`src/rtl/uart_cmd_rx.sv`:
```
// Serial command receiver: 8N1 UART deserialiser plus a 4-byte frame parser
// (A5, CMD, IDX, CMD^IDX). Accepted commands become one-cycle control pulses.
module uart_cmd_rx #(
    parameter int CLK_FREQ       = 50_000_000,
    parameter int BAUD           = 115_200,
    parameter int NUM_OF_MODULES = 30
) (
    input  logic                      clk,
    input  logic                      rst,
    input  logic                      RX,
    output logic [NUM_OF_MODULES-1:0] res,
    output logic                      start_all,
    output logic                      cmd_ok,
    output logic                      cmd_err,
    output logic                      frame_err
);
    localparam int CLKS_PER_BIT = CLK_FREQ / BAUD;
    localparam int HALF_BIT     = CLKS_PER_BIT / 2;
    localparam int CNT_W        = $clog2(CLKS_PER_BIT);

    localparam logic [CNT_W-1:0] CNT_ONE   = CNT_W'(1);
    localparam logic [CNT_W-1:0] BIT_LAST  = CNT_W'(CLKS_PER_BIT - 1);
    localparam logic [CNT_W-1:0] HALF_LAST = CNT_W'(HALF_BIT - 1);

    localparam logic [7:0] SYNC_BYTE   = 8'hA5;
    localparam logic [7:0] CMD_START   = 8'h01;
    localparam logic [7:0] CMD_RES_ONE = 8'h02;
    localparam logic [7:0] CMD_RES_ALL = 8'h03;

    typedef enum logic [1:0] {RX_IDLE, RX_START, RX_DATA, RX_STOP} rx_state_e;
    typedef enum logic [1:0] {P_WAIT_SYNC, P_GET_CMD, P_GET_IDX, P_GET_CHK} p_state_e;

    logic rx_meta_q, rx_sync_q;

    rx_state_e        rx_state_q;
    logic [CNT_W-1:0] cnt_q;
    logic [2:0]       bit_idx_q;
    logic [7:0]       rx_byte_q;
    logic             byte_valid_q;
    logic             frame_err_q;
    logic             stop_bad;

    p_state_e                  p_state_q;
    logic [7:0]                cmd_q, idx_q;
    logic [NUM_OF_MODULES-1:0] idx_hit;
    logic [NUM_OF_MODULES-1:0] res_d, res_q;
    logic                      start_d, start_q;
    logic                      ok_d, ok_q;
    logic                      err_d, err_q;

    // Line idles high, so both synchroniser stages come out of reset as 1.
    always_ff @(posedge clk) begin
        if (rst) begin
            rx_meta_q <= 1'b1;
            rx_sync_q <= 1'b1;
        end else begin
            rx_meta_q <= RX;
            rx_sync_q <= rx_meta_q;
        end
    end

    assign stop_bad = (rx_state_q == RX_STOP) && (cnt_q == BIT_LAST) && !rx_sync_q;

    // NOTE: sequential state uses non-blocking assignments so every flop samples pre-edge values.
    always_ff @(posedge clk) begin
        if (rst) begin
            rx_state_q   <= RX_IDLE;
            cnt_q        <= '0;
            bit_idx_q    <= '0;
            rx_byte_q    <= '0;
            byte_valid_q <= 1'b0;
            frame_err_q  <= 1'b0;
        end else begin
            byte_valid_q <= 1'b0;
            frame_err_q  <= 1'b0;
            unique case (rx_state_q)
                RX_IDLE: begin
                    if (!rx_sync_q) begin
                        rx_state_q <= RX_START;
                        cnt_q      <= '0;
                    end
                end
                RX_START: begin
                    if (cnt_q == HALF_LAST) begin
                        cnt_q      <= '0;
                        bit_idx_q  <= '0;
                        rx_state_q <= rx_sync_q ? RX_IDLE : RX_DATA;
                    end else begin
                        cnt_q <= cnt_q + CNT_ONE;
                    end
                end
                RX_DATA: begin
                    if (cnt_q == BIT_LAST) begin
                        cnt_q     <= '0;
                        rx_byte_q <= {rx_sync_q, rx_byte_q[7:1]};
                        bit_idx_q <= bit_idx_q + 3'd1;
                        if (bit_idx_q == 3'd7) rx_state_q <= RX_STOP;
                    end else begin
                        cnt_q <= cnt_q + CNT_ONE;
                    end
                end
                RX_STOP: begin
                    if (cnt_q == BIT_LAST) begin
                        cnt_q        <= '0;
                        byte_valid_q <= rx_sync_q;
                        frame_err_q  <= !rx_sync_q;
                        rx_state_q   <= RX_IDLE;
                    end else begin
                        cnt_q <= cnt_q + CNT_ONE;
                    end
                end
            endcase
        end
    end

    always_comb begin
        for (int i = 0; i < NUM_OF_MODULES; i++) idx_hit[i] = (idx_q == 8'(i));
    end

    // NOTE: every always_comb output gets a default first so no latch is inferred.
    always_comb begin
        res_d   = '0;
        start_d = 1'b0;
        ok_d    = 1'b0;
        err_d   = 1'b0;
        if (byte_valid_q && p_state_q == P_GET_CHK) begin
            if (rx_byte_q != (cmd_q ^ idx_q)) begin
                err_d = 1'b1;
            end else begin
                unique case (cmd_q)
                    CMD_START: begin
                        start_d = 1'b1;
                        ok_d    = 1'b1;
                    end
                    CMD_RES_ONE: begin
                        // idx_hit is all-zero exactly when IDX is out of range.
                        if (|idx_hit) begin
                            res_d = idx_hit;
                            ok_d  = 1'b1;
                        end else begin
                            err_d = 1'b1;
                        end
                    end
                    CMD_RES_ALL: begin
                        res_d = '1;
                        ok_d  = 1'b1;
                    end
                    default: err_d = 1'b1;
                endcase
            end
        end else if (stop_bad && p_state_q != P_WAIT_SYNC) begin
            err_d = 1'b1;
        end
    end

    always_ff @(posedge clk) begin
        if (rst) begin
            p_state_q <= P_WAIT_SYNC;
            cmd_q     <= '0;
            idx_q     <= '0;
            res_q     <= '0;
            start_q   <= 1'b0;
            ok_q      <= 1'b0;
            err_q     <= 1'b0;
        end else begin
            res_q   <= res_d;
            start_q <= start_d;
            ok_q    <= ok_d;
            err_q   <= err_d;
            if (stop_bad) begin
                p_state_q <= P_WAIT_SYNC;
            end else if (byte_valid_q) begin
                unique case (p_state_q)
                    P_WAIT_SYNC: if (rx_byte_q == SYNC_BYTE) p_state_q <= P_GET_CMD;
                    P_GET_CMD: begin
                        cmd_q     <= rx_byte_q;
                        p_state_q <= P_GET_IDX;
                    end
                    P_GET_IDX: begin
                        idx_q     <= rx_byte_q;
                        p_state_q <= P_GET_CHK;
                    end
                    P_GET_CHK: p_state_q <= P_WAIT_SYNC;
                endcase
            end
        end
    end

    assign res       = res_q;
    assign start_all = start_q;
    assign cmd_ok    = ok_q;
    assign cmd_err   = err_q;
    assign frame_err = frame_err_q;
endmodule

```
`config.mk`:
```
export PLATFORM = sky130hd
export DESIGN_NAME = uart_cmd_rx
export DESIGN_NICKNAME = d
export VERILOG_FILES = /design/src/rtl/uart_cmd_rx.sv
export SDC_FILE = /design/constraint.sdc
export NUM_CORES = 1
export LEC_CHECK = 0
export CAP_MARGIN = 20
export CORE_AREA = 8 8 89 91
export DETAILED_ROUTE_END_ITERATION = 7
export DIE_AREA = 0 0 97 99
export PLACE_DENSITY_LB_ADDON = 0.08
export SLEW_MARGIN = 40
export SYNTH_ARGS = -nofsm -noshare
export SYNTH_HDL_FRONTEND = slang
export SYNTH_SLANG_ARGS = --single-unit
export TNS_END_PERCENT = 100
```
`constraint.sdc`:
```
create_clock -name clk -period 1.8 [get_ports clk]
set_input_delay 0.27 -clock clk [delete_from_list [all_inputs] [get_ports clk]]
set_output_delay 0.27 -clock clk [all_outputs]
set_load 0.02 [all_outputs]
```
=== Word level (Yosys, flattened, before mapping) ===
Index checks and enable logic that the tools add are counted.

* Muxes and demuxes: 26
* Equality and inequality tests: 49
* Bitwise logic cells: 5
* Reduce and logical (&&, ||, !) cells: 22
* Add/subtract/negate cells: 2

{| class="wikitable"
|+ Operators with widths
! cell !! number
|-
| == test 8 x 5 -> 1 bit (second input constant) || 14
|-
| == test 8 x 4 -> 1 bit (second input constant) || 8
|-
| case mux 30 bit (2 select lines) || 1
|-
| == test 8 x 2 -> 1 bit (second input constant) || 4
|-
| == test 8 x 3 -> 1 bit (second input constant) || 4
|-
| two-way mux 30 bit || 1
|-
| OR reduction 30 bit || 1
|-
| two-way mux 9 bit || 3
|-
| case mux 9 bit (3 select lines) || 1
|-
| == test 8 x 1 -> 1 bit (second input constant) || 2
|-
| case mux 2 bit (4 select lines) || 2
|-
| two-way mux 2 bit || 7
|-
| != test 2 bit (second input constant) || 5
|-
| adder 9 x 1 -> 9 bit (second input constant) || 1
|-
| == test 9 x 8 -> 1 bit (second input constant) || 1
|-
| == test 9 bit (second input constant) || 1
|-
| AND reduction 3 bit || 3
|-
| == test 2 bit (second input constant) || 4
|-
| == test 8 bit (second input constant) || 1
|-
| logical NOT 8 bit || 1
|-
| != test 8 bit || 1
|-
| bitwise XOR 8 bit || 1
|-
| two-way mux 1 bit || 6
|-
| two-way mux 3 bit || 2
|-
| other kinds (15) || 29
|}

* Register bits: 77
* Bits of input ports: 3
* Logic and storage cells: 119
* Output and inout bits: 34

=== Depth between registers and ports, before layout ===
* Depth in word-level cells: 6
* Gate-level depth with buffers: 8
* Mapped depth without buffers: 7

=== Worst setup path after synthesis ===
No wires, ideal clock.

* Path type: flip-flop to flip-flop
* Start point: reg cnt_q[0]
* End point: reg rx_byte_q[0]
* Arrival time: 1.495 ns
* Path slack: 0.178 ns
* Required time: 1.672 ns
* Path buffers: 1
* Clock period less this slack: 1.622 ns
* Stages on the path, launching flop included: 8
* Library setup time: 0.128 ns
* Path through: dfxtp_1 ha_1 and4b_1 nand3_1 nor2_1 buf_4 mux2i_1 nor2_1

* Cells in the longest elaborated chain, start to end: 2

{| class="wikitable"
|+ RTL lines
! element !! line !! RTL
|-
| start, declared || 36 || <nowiki>logic [CNT_W-1:0] cnt_q;</nowiki>
|-
| start signal, assigned || 89 || <nowiki>cnt_q <= cnt_q + CNT_ONE;</nowiki>
|-
| start signal, assigned || 99 || <nowiki>cnt_q <= cnt_q + CNT_ONE;</nowiki>
|-
| start signal, assigned || 109 || <nowiki>cnt_q <= cnt_q + CNT_ONE;</nowiki>
|-
| == test 9 bit || 93 || <nowiki>if (cnt_q == BIT_LAST) begin</nowiki>
|-
| AND reduction 2 bit (no line) || -- ||
|-
| end signal, assigned || 95 || <nowiki>rx_byte_q <= {rx_sync_q, rx_byte_q[7:1]};</nowiki>
|-
| end, declared || 38 || <nowiki>logic [7:0] rx_byte_q;</nowiki>
|}

No other way between the ends.
A chain may end at the register's enable or synchronous reset.

=== Worst setup path after layout ===
* Start point: reg rx_byte_q[4]
* End point: reg res_q[8], in the netlist res[8]

* Cells in the longest elaborated chain, start to end: 2

{| class="wikitable"
|+ RTL lines
! element !! line !! RTL
|-
| != test 8 bit || 127 || <nowiki>if (rx_byte_q != (cmd_q ^ idx_q)) begin</nowiki>
|-
| OR reduction 3 bit (no line) || -- ||
|-
| end signal, assigned || 166 || <nowiki>res_q <= res_d;</nowiki>
|-
| end, declared || 46 || <nowiki>logic [NUM_OF_MODULES-1:0] res_d, res_q;</nowiki>
|}

No other way between the ends.

==> flow_metrics.py <==
metrics = {
    "cells_and_area": {
        "fin_nets": 437,
        "diodes": 0,
        "fillers": 507,
        "drive_above_1_share_pct": 25.12,
        "fin_cells": 510,
        "regArea_mm2": 0.001545,
        "area_growth_pct": 30.05,
        "multi_input_area_mm2": 0.001911,
    },
    "clock_network": {
        "clk_latency_ns": 0.36,
        "cts_sinks": 77,
        "cts_tree": "built",
        "clock_path_buffers": 2,
        "hold_buffers": 0,
        "htreeDepth": 3,
        "ctsRootBufferMaster": "clkbuf_8",
        "cts_buffers": 9,
        "clk_pin_slew_ns": 0.08,
    },
    "grt": {
        "grt_pass1_vias": 2543,
        "antenna_found_initial": 0,
        "grt_max_degree": 31,
        "gr-total-overflow": 0,
        "grt_pass1_wl_mm": 12.44,
        "track_usage_pct": 15.61,
    },
    "worst_setup_path": {
        "critPathLaunch": "rx_byte_q[4]",
        "critPathLaunchType": "flop",
        "worstPathMaxFanout": 7,
        "endpoint_kind": "flop",
        "slowest_stage": "nor4_4",
        "r2r_slack_ns": 0.07,
        "crit_path_cell_trace": "buf_4, xnor3_1, nand2_2, nor4_4, nand2_4, clkbuf_16, a21oi_2",
        "required_ns": 2.09,
        "cp_slowest_stage_delay_ns": 0.35,
        "crit_type": "flop to flop",
        "reg2reg_from": "rx_byte_q[4]",
        "arrival_ns": 2.02,
    },
    "drt": {
        "viasPerCell": 5.239,
        "wirelength_mm": 7.390,
        "drcViolationCount": 0,
        "ant_nets": 0,
        "drtIter0Drc": 114,
        "via_count": 2672,
        "dr.pass1.iters": 4,
        "wire_per_inst_um": 14.49,
    },
    "synthesis": {
        "synth_seq_cells": 77,
        "dominantRegCellSynth": "dfxtp_1",
        "yosys.area.top_type": "dfxtp_1",
        "async_flop_share_pct": 0,
        "netlist_area_mm2": 0.003485,
        "synth-edff-count": 0,
        "synth_most_common_cell": "dfxtp_1",
        "ys_top_cells_by_area": "dfxtp_1, a21oi_2, mux2i_1",
        "synth_cells": 362,
        "avgSynthCellArea_um2": 9.626,
        "synth_nets": 374,
        "synth_top_area_share_pct": 44.24,
        "seq_area_frac_synth_pct": 44.24,
        "ys_top_cells_by_count": "dfxtp_1, nand2_1, nor2_1",
        "yosysUniqueCellTypes": 49,
        "ys_warn_count": 0,
    },
    "floorplan": {
        "dieArea_mm2": 0.009603,
        "num_rows": 30,
        "die_w_um": 97,
        "io-pin-count": 37,
        "die_h_um": 99,
        "core_mm2": 0.006569,
        "start_util_pct": 53.05,
    },
    "flow_run": {
        "maxCapViolCount": 0,
    },
    "sta": {
        "setup_viol": 0,
        "tightest_slew_ns": 0.4373,
        "relSlewSlack_pct": 70.81,
        "fmax_mhz": 579.5,
        "hold_violations": 0,
        "setup_ws_ns": 0.07438,
        "fin_crit_ns": 1.726,
        "fin_crit_sh_pct": 95.87,
        "worst_hold_slack_ns": 0.4153,
        "slew_violations": 0,
        "skew_ns": 0.01222,
    },
    "worst_hold_path": {
        "min-delay-start": "rx_meta_q",
        "hp-class": "flop to flop",
    },
    "place": {
        "gp_congestion": 0.8294,
        "port_buffers": 36,
        "dpl.hpwl_mm": 5.077,
        "placedCellCount": 489,
        "post-place-ws_ns": 0.05113,
    },
    "power": {
        "leakage_nw": 1.668,
        "powerDensity_mw_per_mm2": 741.6,
        "ir_worst_vdd_mv": 0.6009,
    },
    "status": {
        "status": "finished clean",
    },
}
cell families (layout without fill, tap and decap cells):
| kind of cell | Yosys count | in the layout | synth area share [%] |
|---|---|---|---|
| AOI/OAI and AO/OA | 65 | 65 | 13.82 |
| adders and majority gates | 9 | 9 | 3.232 |
| muxes | 26 | 26 | 7.469 |
| xor gates and xnor gates | 10 | 10 | 4.883 |
| buffers and inverters | 25 | 93 | 3.483 |
| DFF | 77 | 77 | 44.24 |
| and+or+nand+nor | 150 | 150 | 22.87 |
sequential cells by signal (all words and copies together), names as in the netlist, 2 cells and up, named ones only:
signal     cells
res           30
idx_q          8
cnt_q          9
bit_idx_q      3
cmd_q          8
p_state_q      2
rx_byte_q      8
layout by cell type (no fill, tap or decap), types with 3 or more instances in the layout:
cell type / count
o21a_1: 3
xnor3_1: 6
nor2b_1: 8
nand3_1: 10
dfxtp_1: 74
nor3b_2: 4
a21oi_1: 13
buf_4: 26
nand2_1: 45
clkbuf_8: 9
clkbuf_16: 3
xnor2_1: 4
a21oi_2: 30
or3b_1: 3
dfxtp_2: 3
nor3_1: 7
a211oi_1: 3
buf_6: 3
and2_1: 3
ha_1: 9
nand4_1: 5
bufinv_16: 3
clkinvlp_4: 3
nor2_1: 39
clkdlybuf4s50_1: 36
inv_1: 6
o21ai_1: 6
mux2i_1: 25
repair_timing:
item / CTS / global route
setup buffers: 0 / 1
resized for setup: 0 / 25
setup endpoints to repair: 0 / 61
metrics by stage:
step           util [%]   TNS, ns  cell area, um^2  power, mW
4_1_cts           66.23         0             4350      3.381
2_1_floorplan         -         0             3485      1.792
6_report          68.99         0             4532      3.361
3_3_place_gp      62.50         0             4105      1.814
3_5_place_dp      62.50         0             4105      1.815
5_1_grt           68.99  -0.01437             4532      3.482
final timing paths:
| path | to | cells after the start |
|---|---|---|
| min | rx_sync_q | 1 |
| max reg2reg | res[8] | 7 |
| max | res[8] | 7 |
| min reg2reg | rx_sync_q | 1 |
where the power goes:
part	total [mW]	internal, mW	switching, mW
Combinational	0.0657	0.0275	0.0382
Clock	1.58	0.924	0.659
Sequential	1.71	1.71	0.00581
layer usage:
metal  up-vias  GRT usage (%)  part of all wire (%)
li1       1381              -                     -
met1      1224          20.18                    49
met2        58          23.02                    45
met3         9          5.948                   5.0
met4         0          5.562                   1.4
met5         -              0                     0
layout make-up:
type | count | area share [%]
multi-input combinational | 260 | 42.16
sequential | 77 | 34.10
timing repair buffer | 70 | 15.54
clock buffer | 9 | 2.733
clock inverter | 7 | 2.678
tap | 80 | 2.209
inverter | 7 | 0.5798
worst max-delay path: cells and delay by family, from the launching register on:
| family | cells | cell delay [ns] |
|---|---|---|
| DFF | 1 | 0.34 |
| buffers and inverters | 2 | 0.34 |
| AOI/OAI and AO/OA | 1 | 0.10 |
| and+or+nand+nor | 3 | 0.60 |
| xor gates and xnor gates | 1 | 0.28 |
Power figures use the tool's default switching activity.
==> RTL change, RTL diff (config.mk and constraints unchanged) <==
The 4 states of `p_state_e` get a one-hot encoding in 4 bits.
--- a/src/rtl/uart_cmd_rx.sv
+++ b/src/rtl/uart_cmd_rx.sv
@@ -30,3 +30,3 @@
     typedef enum logic [1:0] {RX_IDLE, RX_START, RX_DATA, RX_STOP} rx_state_e;
-    typedef enum logic [1:0] {P_WAIT_SYNC, P_GET_CMD, P_GET_IDX, P_GET_CHK} p_state_e;
+    typedef enum logic [3:0] {P_WAIT_SYNC = 4'b0001, P_GET_CMD = 4'b0010, P_GET_IDX = 4'b0100, P_GET_CHK = 4'b1000} p_state_e;
 
Function: same outputs for any inputs over 10 cycles, from zero or initial values and one cycle with rst high; not proved beyond that.
==> RTL change against the original RTL <==
  * The run now ends with negative setup slack left
  * Setup slack got worse by 95 ps
  * Wire length rose by 15%
  * Critical path type unchanged
  * Sequential power is 2% higher
  * Sequential cell count rose by 2
  * Largest cell class unchanged
  * Highest routed layer unchanged
  * First-iteration DRC count fell by 1.8%
  * Synthesized area increased by 6.5%
  * Final area grew 5.4%
  * Total power down 8.7%
==> RTL change: results (changes against the original RTL) <==
comb_multi_in=278 (+6.9%); met1 Use GR=19.30% (-0.89 points); register area=1588 um2 (+2.8%); pin count of the biggest net entering global routing=50 (+61%); Worst Setup Slack, final=-20.74 ps (-95.11 ps); fraction of area in multi-input gates=42.82% (+0.66 points); end of the worst register-to-register path=res[7]$_SDFF_PP0_; status=finished, violations left; violated checks=negative setup slack; FFs & Latches=79 (+2.6%); crit path max fanout=15 (+8); switching power total=0.6559 mW (-6.6%); Nets=466 (+6.6%); fraction of synthesized area in multiplexers=4.317% (-3.2 points); final HPWL from detailed placement=5844 um (+15%); top cells by count, synth=79 x dfxtp_1, 44 x nand3_1, 29 x a21oi_2; synthesized-area fraction occupied by adder cells=1.686% (-1.5 points); Max rail drop VDD=514.7 uV (-14%); Sequential Power=1.75 mW (+2%); vias in the first global route=2998 (+18%); routability cong.=0.8247 (-0.57%); Non-clk invs=5 (-2); pwr dens=642.4 nW/um2 (-13%); final setup vio count=14 (+14); Post-CTS Resized=7 (+7); R2R Path Start=idx_q[5]$_SDFFE_PP0P_; Critical Path Slowest Stage Cell=or4b_4; worst slack at placement=-60.04 ps (-111.2 ps); setup_tns=-106.9 ps (-106.9 ps); top area cells in the synthesized netlist=dfxtp_1 43%, a21oi_2 6.8%, nand3_1 5.9%; Reg2Reg Depth=5 (-2); wl on met1=3631 um (+1.3%); wire length per cell=15.74 um (+8.6%); met2 WL post-DR=4276 um (+28%); vias=3108 (+16%); Leak=1.641 nW (-1.6%); bufs w/o clock=85 (+21%); met2 usage=29.90% (+6.9 points); post-synth top area share=42.63% (-1.6 points); met3 usage=4.549% (-1.4 points); slowest stage delay, CP=570 ps (+220 ps); clock latency on the worst-skew pair=340 ps (-20 ps)
==> RTL change: cell count changes after synthesis, moves of 12 or more <==
| cell | before | now |
|---|---|---|
| nand3_1 | 11 | 44 |
| nand2_1 | 46 | 18 |
| nor2_1 | 40 | 20 |
| nand2b_1 | 0 | 19 |
| a21oi_1 | 13 | 26 |
| o21ai_0 | 1 | 13 |
==> RTL change: worst min-delay path by stage <==
stage	startpoint	to	slack, ps	cells past startpoint
after global routing	rx_meta_q$_SDFF_PP1_	rx_sync_q$_SDFF_PP1_	440	1
after global placement	rx_meta_q$_SDFF_PP1_	rx_sync_q$_SDFF_PP1_	390	1
after detailed placement	rx_meta_q$_SDFF_PP1_	rx_sync_q$_SDFF_PP1_	390	1
after CTS	rx_meta_q$_SDFF_PP1_	rx_sync_q$_SDFF_PP1_	410	1
after floorplan	RX	rx_meta_q$_SDFF_PP1_	370	1
final	rx_meta_q$_SDFF_PP1_	rx_sync_q$_SDFF_PP1_	410	1
